[src/rtl/spi_txn_sequencer.sv]
// Purpose: queues SPI commands and runs them one at a time on the SPI master, returning rdata + status.
// Latency: pop edge -> spi_start 1 cycle; spi_finished -> rsp_valid 1 cycle; timeout TIMEOUT_CYC cycles into WAIT.
// Backpressure: cmd_ready low while the FIFO is full; no pop while master busy or a response is pending.
module spi_txn_sequencer #(
    parameter int FIFO_DEPTH  = 4,
    parameter int TIMEOUT_CYC = 2048
) (
    input  logic                          clk,
    input  logic                          rst_n,
    input  logic                          cmd_valid,
    output logic                          cmd_ready,
    input  logic [63:0]                   cmd_wdata,
    input  logic [2:0]                    cmd_bytes,
    input  logic [1:0]                    cmd_mode,
    output logic                          rsp_valid,
    input  logic                          rsp_ready,
    output logic [63:0]                   rsp_rdata,
    output logic [1:0]                    rsp_status,
    output logic                          spi_start,
    output logic [63:0]                   spi_data,
    output logic [2:0]                    spi_byte_num,
    output logic [1:0]                    spi_mode,
    input  logic                          spi_busy,
    input  logic                          spi_finished,
    input  logic [63:0]                   spi_rdata,
    output logic [$clog2(FIFO_DEPTH):0]   fifo_level,
    output logic                          idle
);

    localparam int AW = $clog2(FIFO_DEPTH);
    localparam int CW = $clog2(TIMEOUT_CYC);
    localparam logic [AW:0]   DEPTH_L = (AW+1)'(FIFO_DEPTH);
    localparam logic [CW-1:0] TO_LAST = CW'(TIMEOUT_CYC - 1);

    localparam logic [1:0] ST_OK      = 2'b00;
    localparam logic [1:0] ST_BAD_LEN = 2'b01;
    localparam logic [1:0] ST_TIMEOUT = 2'b10;

    typedef enum logic [1:0] {IDLE, LAUNCH, WAIT, RESP} state_t;

    state_t        state;
    logic [68:0]   mem [FIFO_DEPTH];
    logic [AW-1:0] wr_ptr;
    logic [AW-1:0] rd_ptr;
    logic [AW:0]   count;
    logic          push;
    logic          pop;
    logic          empty;
    logic          full;
    logic [68:0]   head;
    logic [CW-1:0] to_cnt;
    logic [63:0]   rx_mask;

    assign empty      = (count == '0);
    assign full       = (count == DEPTH_L);
    assign cmd_ready  = !full;
    assign push       = cmd_valid && cmd_ready;
    // rsp_valid is always low in IDLE; kept in the term so a pending response can never be overtaken
    assign pop        = (state == IDLE) && !empty && !spi_busy && !rsp_valid;
    assign head       = mem[rd_ptr];
    assign fifo_level = count;
    assign idle       = empty && (state == IDLE);
    // Keep only the 8*bytes low bits of the received word
    assign rx_mask    = ~(64'hFFFF_FFFF_FFFF_FFFF << {spi_byte_num, 3'b000});

    // FIFO storage; validity is defined by the pointers, so the array itself is not reset
    always_ff @(posedge clk) begin
        if (push) begin
            mem[wr_ptr] <= {cmd_mode, cmd_bytes, cmd_wdata};
        end
    end

    // FIFO pointers and occupancy; simultaneous push and pop leave the level unchanged
    always_ff @(posedge clk or negedge rst_n) begin
        if (!rst_n) begin
            wr_ptr <= '0;
            rd_ptr <= '0;
            count  <= '0;
        end else begin
            if (push) begin
                wr_ptr <= wr_ptr + AW'(1);
            end
            if (pop) begin
                rd_ptr <= rd_ptr + AW'(1);
            end
            case ({push, pop})
                2'b10:   count <= count + (AW+1)'(1);
                2'b01:   count <= count - (AW+1)'(1);
                default: count <= count;
            endcase
        end
    end

    // Transaction FSM with registered master-side and response-side outputs
    always_ff @(posedge clk or negedge rst_n) begin
        if (!rst_n) begin
            state        <= IDLE;
            spi_start    <= 1'b0;
            spi_data     <= '0;
            spi_byte_num <= '0;
            spi_mode     <= '0;
            rsp_valid    <= 1'b0;
            rsp_rdata    <= '0;
            rsp_status   <= '0;
            to_cnt       <= '0;
        end else begin
            case (state)
                IDLE: begin
                    if (pop) begin
                        {spi_mode, spi_byte_num, spi_data} <= head;
                        if (head[66:64] == 3'd0) begin
                            // Zero-length command is answered without touching the master
                            rsp_rdata  <= '0;
                            rsp_status <= ST_BAD_LEN;
                            rsp_valid  <= 1'b1;
                            state      <= RESP;
                        end else begin
                            spi_start <= 1'b1;
                            state     <= LAUNCH;
                        end
                    end
                end
                LAUNCH: begin
                    spi_start <= 1'b0;
                    to_cnt    <= '0;
                    state     <= WAIT;
                end
                WAIT: begin
                    if (spi_finished) begin
                        rsp_rdata  <= spi_rdata & rx_mask;
                        rsp_status <= ST_OK;
                        rsp_valid  <= 1'b1;
                        state      <= RESP;
                    end else if (to_cnt == TO_LAST) begin
                        rsp_rdata  <= '0;
                        rsp_status <= ST_TIMEOUT;
                        rsp_valid  <= 1'b1;
                        state      <= RESP;
                    end else begin
                        to_cnt <= to_cnt + CW'(1);
                    end
                end
                RESP: begin
                    if (rsp_ready) begin
                        rsp_valid <= 1'b0;
                        state     <= IDLE;
                    end
                end
                default: state <= IDLE;
            endcase
        end
    end

endmodule

[config.mk]
export PLATFORM = sky130hd
export DESIGN_NAME = spi_txn_sequencer
export DESIGN_NICKNAME = d
export VERILOG_FILES = /design/src/rtl/spi_txn_sequencer.sv
export SDC_FILE = /design/constraint.sdc
export NUM_CORES = 1
export LEC_CHECK = 0
export ABC_AREA = 1
export CAP_MARGIN = 20
export CORE_MARGIN = 2
export CORE_UTILIZATION = 50
export CTS_BUF_LIST = sky130_fd_sc_hd__clkbuf_8
export DETAILED_ROUTE_END_ITERATION = 16
export PLACE_DENSITY = 0.79
export REMOVE_ABC_BUFFERS = 1
export SLEW_MARGIN = 20
export SYNTH_ARGS = -nofsm -noshare
export SYNTH_HDL_FRONTEND = slang
export SYNTH_SLANG_ARGS = --single-unit
export TNS_END_PERCENT = 1
[constraint.sdc]
create_clock -name clk -period 4.15 [get_ports clk]
set_input_delay 0.415 -clock clk [delete_from_list [all_inputs] [get_ports clk]]
set_output_delay 0.415 -clock clk [all_outputs]
set_load 0.05 [all_outputs]
==> results.ini <==
[worst_setup_path]
startpoint_type=flop
path_cells=inv_1 -> ha_1 -> inv_1 -> nor2_1 -> clkdlybuf4s50_1
path_delay_family=buffers and inverters
path_class=reg2out
end_kind=output port
cp_num_buf_inv=3
slowest_stage=clkdlybuf4s50_1
cp_common_cell=inv_1
critPathMaxFanout=7
slowest_delay_ps=850
reg2regPathDepth=10
critPathRequiredTime_ps=3730
cp.depth=5
critical_path_arrival_ps=2550

[power]
power_frac_clock_pct=22.0
p_sw_mw=6.780
p_int_mw=9.429
power_frac_seq_pct=38.4
power_density_nw_per_um2=758.5
swShare_pct=41.83
ir_drop_mv=0.5597
p_comb_share_pct=39.6
leakage_nw=8.478

[synthesis]
yosys-top-cells-area=edfxtp_1 (49%), dfrtp_1 (22%), nor2_1 (9.0%), o21ai_0 (4.3%), nand2_1 (3.9%)
syn_area_um2=16970
synth.ff_latch_count=425
yosysTopAreaCell=edfxtp_1
avgSynthCellArea_um2=11.13
synth_edf_count=276
yosysSeqAreaShare_pct=70.82
ys_warn_count=0
synthCells=1524
yosysTopAreaCellShare_pct=48.85
synth_cell_type_count=32
synth_ff_type=edfxtp_1
async_reset_ff_share_pct=35.06

[clocking]
cts_tree=built
htree_levels=3
insertion_delay_ps=600
post-cts-setup-buffers=0
clk_path_buf_depth=3
clkTransAtPathRegs_ps=60
clock-root-buffer=clkbuf_8
cts_buffers=70
cts_sinks=425

[cells_and_area]
nFillCells=2508
fin_area_um2=21370
layoutNonFillerInstCount=2302
multiInputGateArea_um2=4254
drive_gt1_share_pct=7.505
final_common_cell=nor2_1
syn_to_final_growth_pct=25.94
nets=1948
layout_common_cells=nor2_1 (404), edfxtp_1 (276), clkdlybuf4s50_1 (263), nand2_1 (175), dfrtp_1 (147)
regArea_um2=12020
post-route-util_pct=63.89

[drt]
num_vias=12180
ant_nets=0
wirelength_um=40350
wl_per_cell_um=17.53
drcViolationCount=0
detail_route.vias_per_cell=5.290
firstDrtPassIters=5
initialDrtViolationCount=718

[place]
placed_cell_area_um2=19960
io_buffers=264
gp_congestion=0.8479
place_inst=2172
hpwlAfterDp_um=23820

[global_routing]
grt_pass1_wl_um=63490
antenna_found_initial=4
grt_pass1_vias=12290
grt_usage_pct=22.97
grt_overflow=0
grt_max_degree=100

[sta]
skew_ps=39.39
final_max_slew_viol_count=0
maxSlewHeadroom_pct=33.96
setup_violations=0
fin_crit_sh_pct=71.34
tightest_slew_ps=986.3
fmax_mhz=337.8
whs_ps=447.1
fin_crit_ps=2960
timing_hold_violations_final=0
grt_setup_unrepaired=false

[floorplan]
dieArea_um2=35420
num_io_pins=281
initial_core_util_pct=50.73
fp.dieW_um=188.2
rows=67
die-height_um=188.2
core_um2=33450

[hold_path]
hold_path.class=in2reg
worstHoldPathCells=1

[flow_run]
max_cap_violations=0

[outcome]
outcome=complete, no violations

[cells by family (layout without fill, tap and decap cells)]
family | after synthesis | after routing | share of synthesized area (%)
adder cells (fa/ha/maj) | 12 | 12 | 0.9291
buffers and inverters | 176 | 497 | 4.439
AO/OA/AOI/OAI | 225 | 225 | 7.190
other | 1 | 10 | 0.02210
XOR/XNOR | 4 | 4 | 0.2065
AND/OR/NAND/NOR | 681 | 681 | 16.39
flip-flops | 425 | 425 | 70.82
[cells in the mapped netlist (11+ instances only)]
cell type / count
nand3_1: 20
nand2_1: 175
o21ai_0: 146
clkbuf_1: 35
a31oi_1: 66
nand4_1: 65
buf_2: 32
nor2_1: 408
ha_1: 11
inv_1: 78
buf_1: 15
dfrtp_1: 149
edfxtp_1: 276
[worst paths after layout]
kind / startpoint / slack, ps / end
min: cmd_wdata[58] / 450 / mem[1][58]$_DFFE_PP_
min reg2reg: rsp_status[1]$_DFFE_PN0P_ / 470 / rsp_status[1]$_DFFE_PN0P_
min in group asynchronous: rst_n / 530 / rsp_rdata[28]$_DFFE_PN0P_
max: state[0]$_DFFE_PN0P_ / 1190 / idle
max reg2reg: state[0]$_DFFE_PN0P_ / 1210 / fifo_level[2]$_DFFE_PN0P_
max in group asynchronous: rst_n / 2620 / spi_data[55]$_DFFE_PN0P_
[per-stage QoR]
step	setup WS [ps]	power, mW	setup TNS [ps]
after floorplan	-1876	10.36	-365550
after global placement	1143	12.55	0
after detailed placement	1097	12.74	0
after CTS	1133	16.36	0
after global routing	955.4	17.17	0
final	1190	16.21	0
[state kept, by name (all words and copies together) (netlist names), 3 cells and up]
signal,count
spi_data,64
rsp_rdata,56
to_cnt,11
mem,276
spi_byte_num,3
fifo_level,3
[routing by layer]
metal	wire (µm)	vias to the layer above	track usage, %
met3	3843	88	7.152
met1	15780	5864	27.36
li1	-	5761	-
met5	7	-	0
met4	1172	2	9.843
met2	19540	463	38.70
[power groups by stage]
stage	registers [mW]	clock network [mW]	logic, mW
after floorplan	7.90	0	2.46
after global placement	6.26	0	6.29
after detailed placement	6.31	0	6.44
after CTS	6.23	3.68	6.45
after global routing	6.34	3.86	6.97
final	6.23	3.57	6.42
[what timing repair did]
action | in CTS | in global routing
gates resized for setup | 0 | 0
hold buffers | 1 | 0
hold endpoints to repair | 72 | 0
[final cells by class]
type	instances	area share, %
Sequential cell	425	56.26
Multi-Input combinational cell	930	19.91
Timing Repair Buffer	287	13.19
Clock buffer	83	5.346
Tap cell	448	2.623
Inverter	83	1.481
Clock inverter	44	1.171
Antenna cell	2	0.02342
No activity file was read; power rests on OpenSTA's default activity.
